===== config.mk =====
export PLATFORM = sky130hd
export DESIGN_NAME = uart_rx_param
export DESIGN_NICKNAME = d
export VERILOG_FILES = /design/src/rtl/uart_rx_param.sv
export SDC_FILE = /design/constraint.sdc
export NUM_CORES = 1
export LEC_CHECK = 0
export ABC_AREA = 1
export CAP_MARGIN = 20
export CORE_MARGIN = 2
export CORE_UTILIZATION = 54
export CTS_CLUSTER_DIAMETER = 150
export DETAILED_ROUTE_END_ITERATION = 6
export GPL_TIMING_DRIVEN = 0
export PLACE_DENSITY_LB_ADDON = 0.12
export SLEW_MARGIN = 30
export SYNTH_ARGS = -nofsm -noshare
export SYNTH_HDL_FRONTEND = slang
export SYNTH_SLANG_ARGS = --single-unit

===== constraint.sdc =====
create_clock -name src_clk -period 2.5 [get_ports src_clk]
set_clock_uncertainty 0.15 [all_clocks]
set_input_delay 0.5 -clock src_clk [delete_from_list [all_inputs] [get_ports src_clk]]
set_output_delay 0.5 -clock src_clk [all_outputs]
set_load 0.005 [all_outputs]

===== src/rtl/uart_rx_param.sv =====
`timescale 1ns/1ps
// uart_rx_param: multi-baud UART receiver with oversampled majority vote and an output FIFO.
// Define UART_RX_BREAK_DETECT_EN to add the brk output and drop break frames from the FIFO.
module uart_rx_param #(
    parameter int CLK_FREQ      = 50000000,
    parameter int OVERSAMPLE    = 16,
    parameter int MAX_DATA_BITS = 9,
    parameter int FIFO_DEPTH    = 4
) (
    input  logic                     src_clk,
    input  logic                     rst_n,
    input  logic                     rx_in,
    input  logic [1:0]               baud_sel,
    input  logic [2:0]               data_bits,
    input  logic [1:0]               parity_mode,
    input  logic                     two_stop,
    output logic [MAX_DATA_BITS-1:0] rx_data,
    output logic                     rx_perr,
    output logic                     rx_ferr,
    output logic                     rx_valid,
    input  logic                     rx_ready,
    output logic                     overrun,
    input  logic                     overrun_clr,
`ifdef UART_RX_BREAK_DETECT_EN
    output logic                     brk,
`endif
    output logic                     busy
);

    // state  | meaning
    // IDLE   | waiting for a synchronised falling edge
    // START  | sampling the start bit; a voted 1 is a glitch
    // DATA   | shifting data bits in, LSB first
    // PARITY | checking the received parity bit
    // STOP1  | first stop bit; commits here unless two stop bits
    // STOP2  | second stop bit, then commit
    typedef enum logic [2:0] {
        S_IDLE,
        S_START,
        S_DATA,
        S_PARITY,
        S_STOP1,
        S_STOP2
    } state_t;

    localparam int DIV_9600   = (CLK_FREQ + (9600 * OVERSAMPLE) / 2) / (9600 * OVERSAMPLE);
    localparam int DIV_57600  = (CLK_FREQ + (57600 * OVERSAMPLE) / 2) / (57600 * OVERSAMPLE);
    localparam int DIV_115200 = (CLK_FREQ + (115200 * OVERSAMPLE) / 2) / (115200 * OVERSAMPLE);
    localparam int DIV_230400 = (CLK_FREQ + (230400 * OVERSAMPLE) / 2) / (230400 * OVERSAMPLE);
    localparam int DIV_W      = $clog2(DIV_9600 + 1);
    localparam int SW         = $clog2(OVERSAMPLE);
    localparam int IW         = $clog2(MAX_DATA_BITS);
    localparam int AW         = $clog2(FIFO_DEPTH);
    localparam int EW         = MAX_DATA_BITS + 2;

    localparam logic [SW-1:0] SAMP_A   = SW'(OVERSAMPLE / 2 - 1);
    localparam logic [SW-1:0] SAMP_B   = SW'(OVERSAMPLE / 2);
    localparam logic [SW-1:0] SAMP_V   = SW'(OVERSAMPLE / 2 + 1);
    localparam logic [SW-1:0] SAMP_END = SW'(OVERSAMPLE - 1);

    function automatic logic [DIV_W-1:0] div_minus1(input logic [1:0] sel);
        case (sel)
            2'b00:   return DIV_W'(DIV_9600 - 1);
            2'b01:   return DIV_W'(DIV_57600 - 1);
            2'b10:   return DIV_W'(DIV_115200 - 1);
            default: return DIV_W'(DIV_230400 - 1);
        endcase
    endfunction

    function automatic logic [IW-1:0] last_index(input logic [2:0] db);
        int n;
        n = int'(db) + 5;
        if (n > MAX_DATA_BITS) n = MAX_DATA_BITS;
        return IW'(n - 1);
    endfunction

    state_t                   state, state_n;
    logic                     rx_meta, rx_sync, rx_prev;
    logic                     fall, start_det, tick, vote_tick, end_tick, vote;
    logic [DIV_W-1:0]         div_cnt;
    logic [SW-1:0]            samp_cnt;
    logic                     s_a, s_b;
    logic [1:0]               baud_q;
    logic [IW-1:0]            last_idx, bit_idx;
    logic                     par_en, par_odd, two_q;
    logic [MAX_DATA_BITS-1:0] data_sh;
    logic                     par_acc, perr_q, ferr_q;
    logic                     commit, commit_ferr;

    logic [EW-1:0]            mem [FIFO_DEPTH];
    logic [AW:0]              wr_ptr, rd_ptr;
    logic                     fifo_empty, fifo_full, push, pop, drop;
    logic [EW-1:0]            head;

    always_ff @(posedge src_clk or negedge rst_n) begin
        if (!rst_n) begin
            rx_meta <= 1'b1;
            rx_sync <= 1'b1;
            rx_prev <= 1'b1;
        end else begin
            rx_meta <= rx_in;
            rx_sync <= rx_meta;
            rx_prev <= rx_sync;
        end
    end

    assign fall      = rx_prev & ~rx_sync;
    assign tick      = (state != S_IDLE) && (div_cnt == '0);
    assign vote_tick = tick && (samp_cnt == SAMP_V);
    assign end_tick  = tick && (samp_cnt == SAMP_END);
    assign vote      = (s_a & s_b) | (s_a & rx_sync) | (s_b & rx_sync);

`ifdef UART_RX_BREAK_DETECT_EN
    logic wait_high, par_bit_q, break_cond, brk_hit;

    // After a break the line must go high again before a new start edge counts.
    assign start_det  = (state == S_IDLE) && fall && !wait_high;
    assign break_cond = (data_sh == '0) && !vote && (!par_en || !par_bit_q);

    always_ff @(posedge src_clk or negedge rst_n) begin
        if (!rst_n) begin
            wait_high <= 1'b0;
            par_bit_q <= 1'b0;
            brk       <= 1'b0;
        end else begin
            brk <= brk_hit;
            if (brk_hit)
                wait_high <= 1'b1;
            else if (rx_sync)
                wait_high <= 1'b0;
            if (start_det)
                par_bit_q <= 1'b0;
            else if (vote_tick && state == S_PARITY)
                par_bit_q <= vote;
        end
    end
`else
    assign start_det = (state == S_IDLE) && fall;
`endif

    always_ff @(posedge src_clk or negedge rst_n) begin
        if (!rst_n)
            state <= S_IDLE;
        else
            state <= state_n;
    end

    always_comb begin
        state_n     = state;
        commit      = 1'b0;
        commit_ferr = ferr_q;
`ifdef UART_RX_BREAK_DETECT_EN
        brk_hit     = 1'b0;
`endif
        case (state)
            S_IDLE: begin
                if (start_det) state_n = S_START;
            end
            S_START: begin
                if (vote_tick && vote)
                    state_n = S_IDLE;
                else if (end_tick)
                    state_n = S_DATA;
            end
            S_DATA: begin
                if (end_tick && bit_idx == last_idx)
                    state_n = par_en ? S_PARITY : S_STOP1;
            end
            S_PARITY: begin
                if (end_tick) state_n = S_STOP1;
            end
            S_STOP1: begin
                if (vote_tick) begin
`ifdef UART_RX_BREAK_DETECT_EN
                    if (break_cond) begin
                        brk_hit = 1'b1;
                        state_n = S_IDLE;
                    end else
`endif
                    if (!two_q) begin
                        commit      = 1'b1;
                        commit_ferr = !vote;
                        state_n     = S_IDLE;
                    end
                end else if (end_tick) begin
                    state_n = S_STOP2;
                end
            end
            S_STOP2: begin
                if (vote_tick) begin
                    commit      = 1'b1;
                    commit_ferr = ferr_q | !vote;
                    state_n     = S_IDLE;
                end
            end
            default: state_n = S_IDLE;
        endcase
    end

    // Frame configuration is frozen at the start edge so mid-frame changes cannot corrupt it.
    always_ff @(posedge src_clk or negedge rst_n) begin
        if (!rst_n) begin
            baud_q   <= 2'b00;
            last_idx <= '0;
            par_en   <= 1'b0;
            par_odd  <= 1'b0;
            two_q    <= 1'b0;
            div_cnt  <= '0;
            samp_cnt <= '0;
            s_a      <= 1'b1;
            s_b      <= 1'b1;
            bit_idx  <= '0;
            data_sh  <= '0;
            par_acc  <= 1'b0;
            perr_q   <= 1'b0;
            ferr_q   <= 1'b0;
        end else if (start_det) begin
            baud_q   <= baud_sel;
            last_idx <= last_index(data_bits);
            par_en   <= (parity_mode == 2'b01) || (parity_mode == 2'b10);
            par_odd  <= (parity_mode == 2'b10);
            two_q    <= two_stop;
            div_cnt  <= div_minus1(baud_sel);
            samp_cnt <= '0;
            bit_idx  <= '0;
            data_sh  <= '0;
            par_acc  <= 1'b0;
            perr_q   <= 1'b0;
            ferr_q   <= 1'b0;
        end else if (state != S_IDLE) begin
            if (div_cnt == '0)
                div_cnt <= div_minus1(baud_q);
            else
                div_cnt <= div_cnt - 1'b1;
            if (tick)
                samp_cnt <= (samp_cnt == SAMP_END) ? '0 : samp_cnt + 1'b1;
            if (tick && samp_cnt == SAMP_A)
                s_a <= rx_sync;
            if (tick && samp_cnt == SAMP_B)
                s_b <= rx_sync;
            if (vote_tick) begin
                case (state)
                    S_DATA: begin
                        data_sh[bit_idx] <= vote;
                        par_acc          <= par_acc ^ vote;
                    end
                    S_PARITY: perr_q <= (vote != (par_acc ^ par_odd));
                    S_STOP1:  ferr_q <= !vote;
                    default: ;
                endcase
            end
            if (end_tick && state == S_DATA && bit_idx != last_idx)
                bit_idx <= bit_idx + 1'b1;
        end
    end

    assign fifo_empty = (wr_ptr == rd_ptr);
    assign fifo_full  = (wr_ptr[AW] != rd_ptr[AW]) && (wr_ptr[AW-1:0] == rd_ptr[AW-1:0]);
    assign pop        = !fifo_empty && rx_ready;
    assign push       = commit && (!fifo_full || pop);
    assign drop       = commit && fifo_full && !pop;

    always_ff @(posedge src_clk) begin
        if (push)
            mem[wr_ptr[AW-1:0]] <= {perr_q, commit_ferr, data_sh};
    end

    always_ff @(posedge src_clk or negedge rst_n) begin
        if (!rst_n) begin
            wr_ptr  <= '0;
            rd_ptr  <= '0;
            overrun <= 1'b0;
        end else begin
            if (push) wr_ptr <= wr_ptr + 1'b1;
            if (pop)  rd_ptr <= rd_ptr + 1'b1;
            if (drop)
                overrun <= 1'b1;
            else if (overrun_clr)
                overrun <= 1'b0;
        end
    end

    assign head     = mem[rd_ptr[AW-1:0]];
    assign rx_valid = !fifo_empty;
    assign rx_data  = fifo_empty ? '0 : head[MAX_DATA_BITS-1:0];
    assign rx_ferr  = fifo_empty ? 1'b0 : head[MAX_DATA_BITS];
    assign rx_perr  = fifo_empty ? 1'b0 : head[MAX_DATA_BITS+1];
    assign busy     = (state != S_IDLE);

endmodule


==> results.md, run 1 <==
* Syn. warnings at 0
* Syn Inst Count at 553
* Peak supply drop at 0.4981 mV
* Max-Cap Viols at 0
* Antenna diodes at 0
* DIE WIDTH at 101.3 um
* Global placer's final weighted congestion at 0.8644
* Row cnt at 35
* Worst r2r path cells at 13
* Top cells by area, synth: edfxtp_1 (26%), dfrtp_1 (24%), ha_1 (6.9%)
* Vias at 3862
* Hold WS at 0.2193 ns
* Via/cell ratio at 5.269
* Worst-path clk slew at 0.10 ns
* Slew headroom at 0.6519
* Drt wl/cell at 14.06 um
* Fin area at 6083 um2
* Layout cells sized above 1 at 0.1833
* Clk_lat worst skew at 0.36 ns
* Core area at 9196 um2
* # DRC at 0
* Post-synth EDFFs at 44
* Pwr Density at 919.5 nW/um2
* Asr flop ratio synth at 0.5464
* WS Path Type: register to primary output
* CP Capture Point: rx_data[0]
* Cell area after synthesis at 5111 um2
* Met2 WL at 5231 um
* Placed cell area at 5540 um2
* R2r setup slk at 0.12 ns
* Drt pass-1 iters at 4
* Maximum clock path buffer count at 2
* Most common cell after layout, fill and taps aside: nand2_1
* Final-report hold violation count at 0
* Cell variety after synth at 41
* Initial antenna violation count at 0
* FMAX at 0.4080 GHz
* Worst setup SP type: register
* Highest Signal Layer: met4
* IO Pins at 27
* Worst-margin pin slew at 0.5182 ns
* Largest net degree at the start of global routing at 49
* Layout Cells excl Fill at 733
* Area grow syn2layout at 19.02%
* Register bit total from synthesis at 97
* Total nets after synthesis at 594
* Post-DRT Antenna Nets at 0
* FF-to-FF Start: div_cnt[0]$_DFFE_PN0P_
* DIE AREA at 10260 um2
* CP Capture Type: primary output
* CTS buffer count at 9
* RR Endpoint: mem[1][9]$_DFFE_PP_
* Wire length on met3 at 273 um
* Period utilisation layout at 0.9804
* Placed Cells at 691
* Iteration-0 DRC count of the detailed router at 160
* Grt total ovfl at 0
* First-pass GRT wire length at 17170 um
* Dpl hpwl at 7031 um
* Sink Count at 97
* Worst Hold Class: register to register
* Worst Path Arrival at 1.80 ns
* Starting density of the core at 0.5558
* Routed WL at 10310 um
* Static leakage at 2.718 nW
* Fin. max-slew vios at 0
* Syn avg cell area at 9.243 um2
* Setup TNS at 0 ns
* Port bufs at 26
* PnR Total Power at 5.594 mW
* Total Routing Usage GR at 0.2135
* CTS tree: built
* CTS root buf: clkbuf_8
* Share of the synthesized area in the top cell type at 0.2585
* Register area share after synthesis at 0.5192
* Final setup violation count at 0
* Prevailing post-synth register cell: dfrtp_1
* CP startpoint: rd_ptr[1]$_DFFE_PN0P_
* Yosys top cell by area: edfxtp_1
* Nets@finish at 658
* Required @ worst endpoint at 1.85 ns
* Htree depth at 3
* RSZ-0062 raised after global routing: yes
* Die height at 101.3 um
* WL met1 at 4649 um
* Vias in the first global route at 3734
* Most frequent cells in the layout: nand2_1 (87), nor2_1 (60), inv_1 (60)
* Outcome: finished clean
* Maximum fanout along the worst path at 3
* Crit path time final at 2.451 ns
## layout make-up
cell class / count / area, um2
Clock buffer: 9 / 123.9
Sequential cell: 97 / 2656
Fill cell: 752 / 3113
Buffer: 15 / 142.6
Tap cell: 111 / 138.9
Clock inverter: 7 / 57.56
Inverter: 73 / 282.8
Multi-Input combinational cell: 367 / 2153
Timing Repair Buffer: 54 / 528.0
## power by group
part | total, mW | leakage (nW) | internal, mW | switching [mW]
clock | 0.955 | 0.0886 | 0.377 | 0.578
sequential | 2.10 | 1.08 | 1.89 | 0.209
combinational | 2.54 | 1.55 | 1.14 | 1.40
## cell usage after synthesis (all sizes together) (9+ instances only)
library cell  number
ha                28
edfxtp            44
xor2              10
xnor2              9
dfrtp             48
inv               71
nand4             10
o21ai             61
nand2             95
a21oi             15
clkbuf             9
nor2              72
o22ai             12
nand3             36
## logic make-up after synthesis
| kind of cell | Yosys count | synth area share |
|---|---|---|
| AND/OR/NAND/NOR | 219 | 0.1993 |
| AO/OA/AOI/OAI | 101 | 0.1099 |
| flip-flops | 97 | 0.5192 |
| buffers and inverters | 89 | 0.07050 |
| adder cells (fa/ha/maj) | 28 | 0.06854 |
| XOR/XNOR | 19 | 0.03256 |
## how the worst min path moves through the flow
stage                                 start                     to  slack (ns)  cells after the start
after detailed placement              rst_n  wr_ptr[2]$_DFFE_PN0N_        0.18                      1
after global routing      rx_meta$_DFF_PN1_      rx_sync$_DFF_PN1_        0.22                      0
final                     rx_meta$_DFF_PN1_      rx_sync$_DFF_PN1_        0.22                      0
after global placement    rx_meta$_DFF_PN1_      rx_sync$_DFF_PN1_        0.20                      0
after floorplan                       rst_n  baud_q[0]$_DFFE_PN0P_        0.05                      0
after CTS                 rx_meta$_DFF_PN1_      rx_sync$_DFF_PN1_        0.22                      0
## sequential cells by signal, indices dropped and copies added (netlist names)
signal / flops
last_idx: 4
rx_meta: 1
rx_prev: 1
data_sh: 9
perr_q: 1
state: 3
rd_ptr: 3
bit_idx: 4
baud_q: 2
s_b: 1
div_cnt: 9
par_en: 1
par_odd: 1
s_a: 1
ferr_q: 1
rx_sync: 1
par_acc: 1
samp_cnt: 4
overrun: 1
wr_ptr: 3
two_q: 1
mem: 44
## stage by stage
step,setup slack [ns],utilization
2_1_floorplan,0.05819,-
4_1_cts,-0.1897,0.6393
3_3_place_gp,-0.9129,0.5992
6_report,0.04906,0.6615
5_1_grt,-0.06658,0.6615
3_5_place_dp,-0.4269,0.6024
## critical path, cell delays in order, from the launching register on
cell	delay, ns
dfrtp_1	0.43
buf_4	0.16
nand2_2	0.06
nand4_1	0.15
buf_4	0.18
buf_4	0.13
buf_6	0.11
nand2_1	0.04
inv_1	0.03
dlymetal6s2s_1	0.14
## per-layer routing
metal | global-route usage | up-vias
met5 | 0 | -
met2 | 0.3622 | 62
met4 | 0.08836 | 0
met1 | 0.2776 | 1833
li1 | - | 1956
met3 | 0.02899 | 11
## timing repair
| action | 4_1_cts | 5_1_grt |
|---|---|---|
| cloned | 1 | 1 |
| hold buffers | 1 | 0 |
| resized for setup | 42 | 36 |
| pin swaps | 2 | 9 |
| buffers inserted | 7 | 17 |
| setup endpoints to repair | 56 | 56 |
| endpoints found under the hold margin | 5 | 0 |
No activity file was read; power rests on OpenSTA's default activity.
==> inputs of run 2 (changes only) <==
--- a/config.mk
+++ b/config.mk
@@ -7,11 +7,13 @@
 export LEC_CHECK = 0
 export ABC_AREA = 1
 export CAP_MARGIN = 20
+export CORE_ASPECT_RATIO = 0.5
 export CORE_MARGIN = 2
 export CORE_UTILIZATION = 54
 export CTS_CLUSTER_DIAMETER = 150
 export DETAILED_ROUTE_END_ITERATION = 6
 export GPL_TIMING_DRIVEN = 0
+export HOLD_SLACK_MARGIN = 0.08
 export PLACE_DENSITY_LB_ADDON = 0.12
 export SLEW_MARGIN = 30
 export SYNTH_ARGS = -nofsm -noshare
==> run 2 against run 1 <==
First-iteration DRC count up 27%. Register-to-register slack about the same. Total power up 6.5%. Sequential power about the same. Core utilization down 0.26 points. Critical path depth down 2. Final area up 0.97%. Highest routed layer unchanged.
==> results.md, run 2 (synthesis gave the netlist of run 1 again) <==
* Nets@finish at 647
* Placed cell area at 5555 um2
* Vias in the first global route at 3650
* DIE WIDTH at 141.6 um
* Antenna diodes at 0
* Drt pass-1 iters at 4
* Worst Hold Class: register to register
* Fin. max-slew vios at 0
* Final-report hold violation count at 0
* Hold Crit Depth at 0
* Slew headroom at 0.6379
* Sink Count at 97
* DIE AREA at 10310 um2
* Total Routing Usage GR at 0.2233
* Required @ worst endpoint at 1.85 ns
* Setup ws final at 0.08394 ns
* Peak supply drop at 0.4158 mV
* Crit path max-delay family: buffers and inverters
* PnR Total Power at 5.955 mW
* Most common cell after layout, fill and taps aside: nand2_1
* # DRC at 0
* Buf/Inv on CP at 4
* Fin area at 6142 um2
* Area grow syn2layout at 20.17%
* Crit path max-delay cell type: dfrtp_2
* Maximum clock path buffer count at 2
* RR Endpoint: mem[2][9]$_DFFE_PP_
* Clk_lat worst skew at 0.35 ns
* Iteration-0 DRC count of the detailed router at 203
* HP Start: rx_meta$_DFF_PN1_
* Crit path largest cell delay at 0.48 ns
* Dpl ws at -0.4501 ns
* CTS buffer count at 9
* Final setup violation count at 0
* Die height at 72.80 um
* CP Capture Type: primary output
* Static leakage at 2.717 nW
* Drt wl/cell at 14.82 um
* Via/cell ratio at 5.290
* Max reg flops at 44
* FF-to-FF Start: div_cnt[0]$_DFFE_PN0P_
* Fillers at 749
* Grt total ovfl at 0
* Core area at 9321 um2
* Worst r2r path cells at 13
* Starting density of the core at 0.5483
* CTS root buf: clkbuf_16
* CTS tree: built
* IO Pins at 27
* Worst-margin pin slew at 0.5432 ns
* Global placer's final weighted congestion at 0.8553
* FMAX at 0.4139 GHz
* Port bufs at 26
* Maximum fanout along the worst path at 6
* Crit path time final at 2.416 ns
* Routed WL at 10850 um
* Pwr Density at 969.5 nW/um2
* Row cnt at 25
* Max-Cap Viols at 0
* Dpl hpwl at 7146 um
* Htree depth at 3
* Layout cells sized above 1 at 0.1489
* CP cell instances: xnor2_2 > nand4_1 > buf_6 > buf_8 > nand2_1 > inv_1 > dlygate4sd2_1
* Outcome: finished clean
* Endpoint, Worst Hold: rx_sync$_DFF_PN1_
* Post-DRT Antenna Nets at 0
* Worst Path Arrival at 1.77 ns
* Largest net degree at the start of global routing at 44
* Period utilisation layout at 0.9664
* R2r setup slk at 0.12 ns
* Worst-path clk slew at 0.07 ns
* Initial antenna violation count at 0
* Most frequent cells in the layout: nand2_1 (89), nor2_1 (60), inv_1 (60)
* Vias at 3872
* First-pass GRT wire length at 17700 um
* Worst setup SP type: register
* WS Path Type: register to primary output
run 2: cell count changes in the layout (fill, tap and decap cells not counted), moves of 3 or more:
cell and delta:
dlymetal6s2s_1 -3, o21ai_1 -3, buf_6 -3, clkbuf_8 -8, buf_4 -11, clkbuf_16 +10, clkbuf_2 -5, o21ai_0 +4
dlygate4sd2_1 +11
run 2: routing by layer:
metal  up-vias  part of all wire  track usage
li1       1947                 -            -
met1      1846              0.47       0.2893
met2        62              0.48       0.3835
met3        17             0.037      0.05118
met4         0             0.015      0.06667
met5         -                 0            0
run 2: per-stage QoR:
stage | hold WS [ns] | TNS [ns] | utilization | std cells
2_1_floorplan | 0.05441 | 0 | - | 553
3_3_place_gp | 0.1997 | -65.16 | 0.5925 | 700
3_5_place_dp | 0.2028 | -11.95 | 0.5960 | 701
4_1_cts | 0.2165 | -7.577 | 0.6421 | 723
5_1_grt | 0.2213 | -0.1464 | 0.6589 | 732
6_report | 0.2166 | 0 | 0.6589 | 732
run 2: where the power goes:
part / switching [mW] / internal, mW
Sequential: 0.213 / 1.90
Clock: 0.599 / 0.881
Combinational: 1.34 / 1.03
run 2: worst max-delay path by stage:
stage / from / end / slack, ns / depth (start not counted)
floorplan: div_cnt[0]$_DFFE_PN0P_ / mem[0][0]$_DFFE_PP_ / 0.06 / 12
global placement: rst_n / data_sh[6]$_DFFE_PN0P_ / -0.92 / 1
detailed placement: div_cnt[0]$_DFFE_PN0P_ / mem[1][6]$_DFFE_PP_ / -0.45 / 12
CTS: div_cnt[0]$_DFFE_PN0P_ / mem[0][8]$_DFFE_PP_ / -0.19 / 12
global route: wr_ptr[0]$_DFFE_PN0N_ / rx_data[1] / -0.05 / 7
finish: rd_ptr[0]$_DFFE_PN0P_ / rx_data[8] / 0.08 / 7
run 2: area by class of cell:
cell class              instances  area, um2  share of cell area
inverters                      73      277.8             0.04522
repair buffers                 42      452.9             0.07374
plain buffers                  16      148.9             0.02424
clock buffers                  10      229.0             0.03728
well taps                     121      151.4             0.02465
clock inverters                 6      88.84             0.01446
multi-input cells             367       2137              0.3479
flip-flops and latches         97       2656              0.4325
run 2: timing repair:
action	4_1_cts	5_1_grt
hold buffers	1	0
gates cloned	1	1
pin swaps	2	7
setup buffers	4	8
hold endpoints to repair	10	0
endpoints found under the setup margin	56	46
gates resized for setup	40	8
run 2: worst register-to-register path, delay by kind of cell (launching register included):
family        cells  cell delay, ns
fa+ha+maj         1            0.18
buf+inv           5            0.52
flops             1            0.38
simple gates      7            0.87
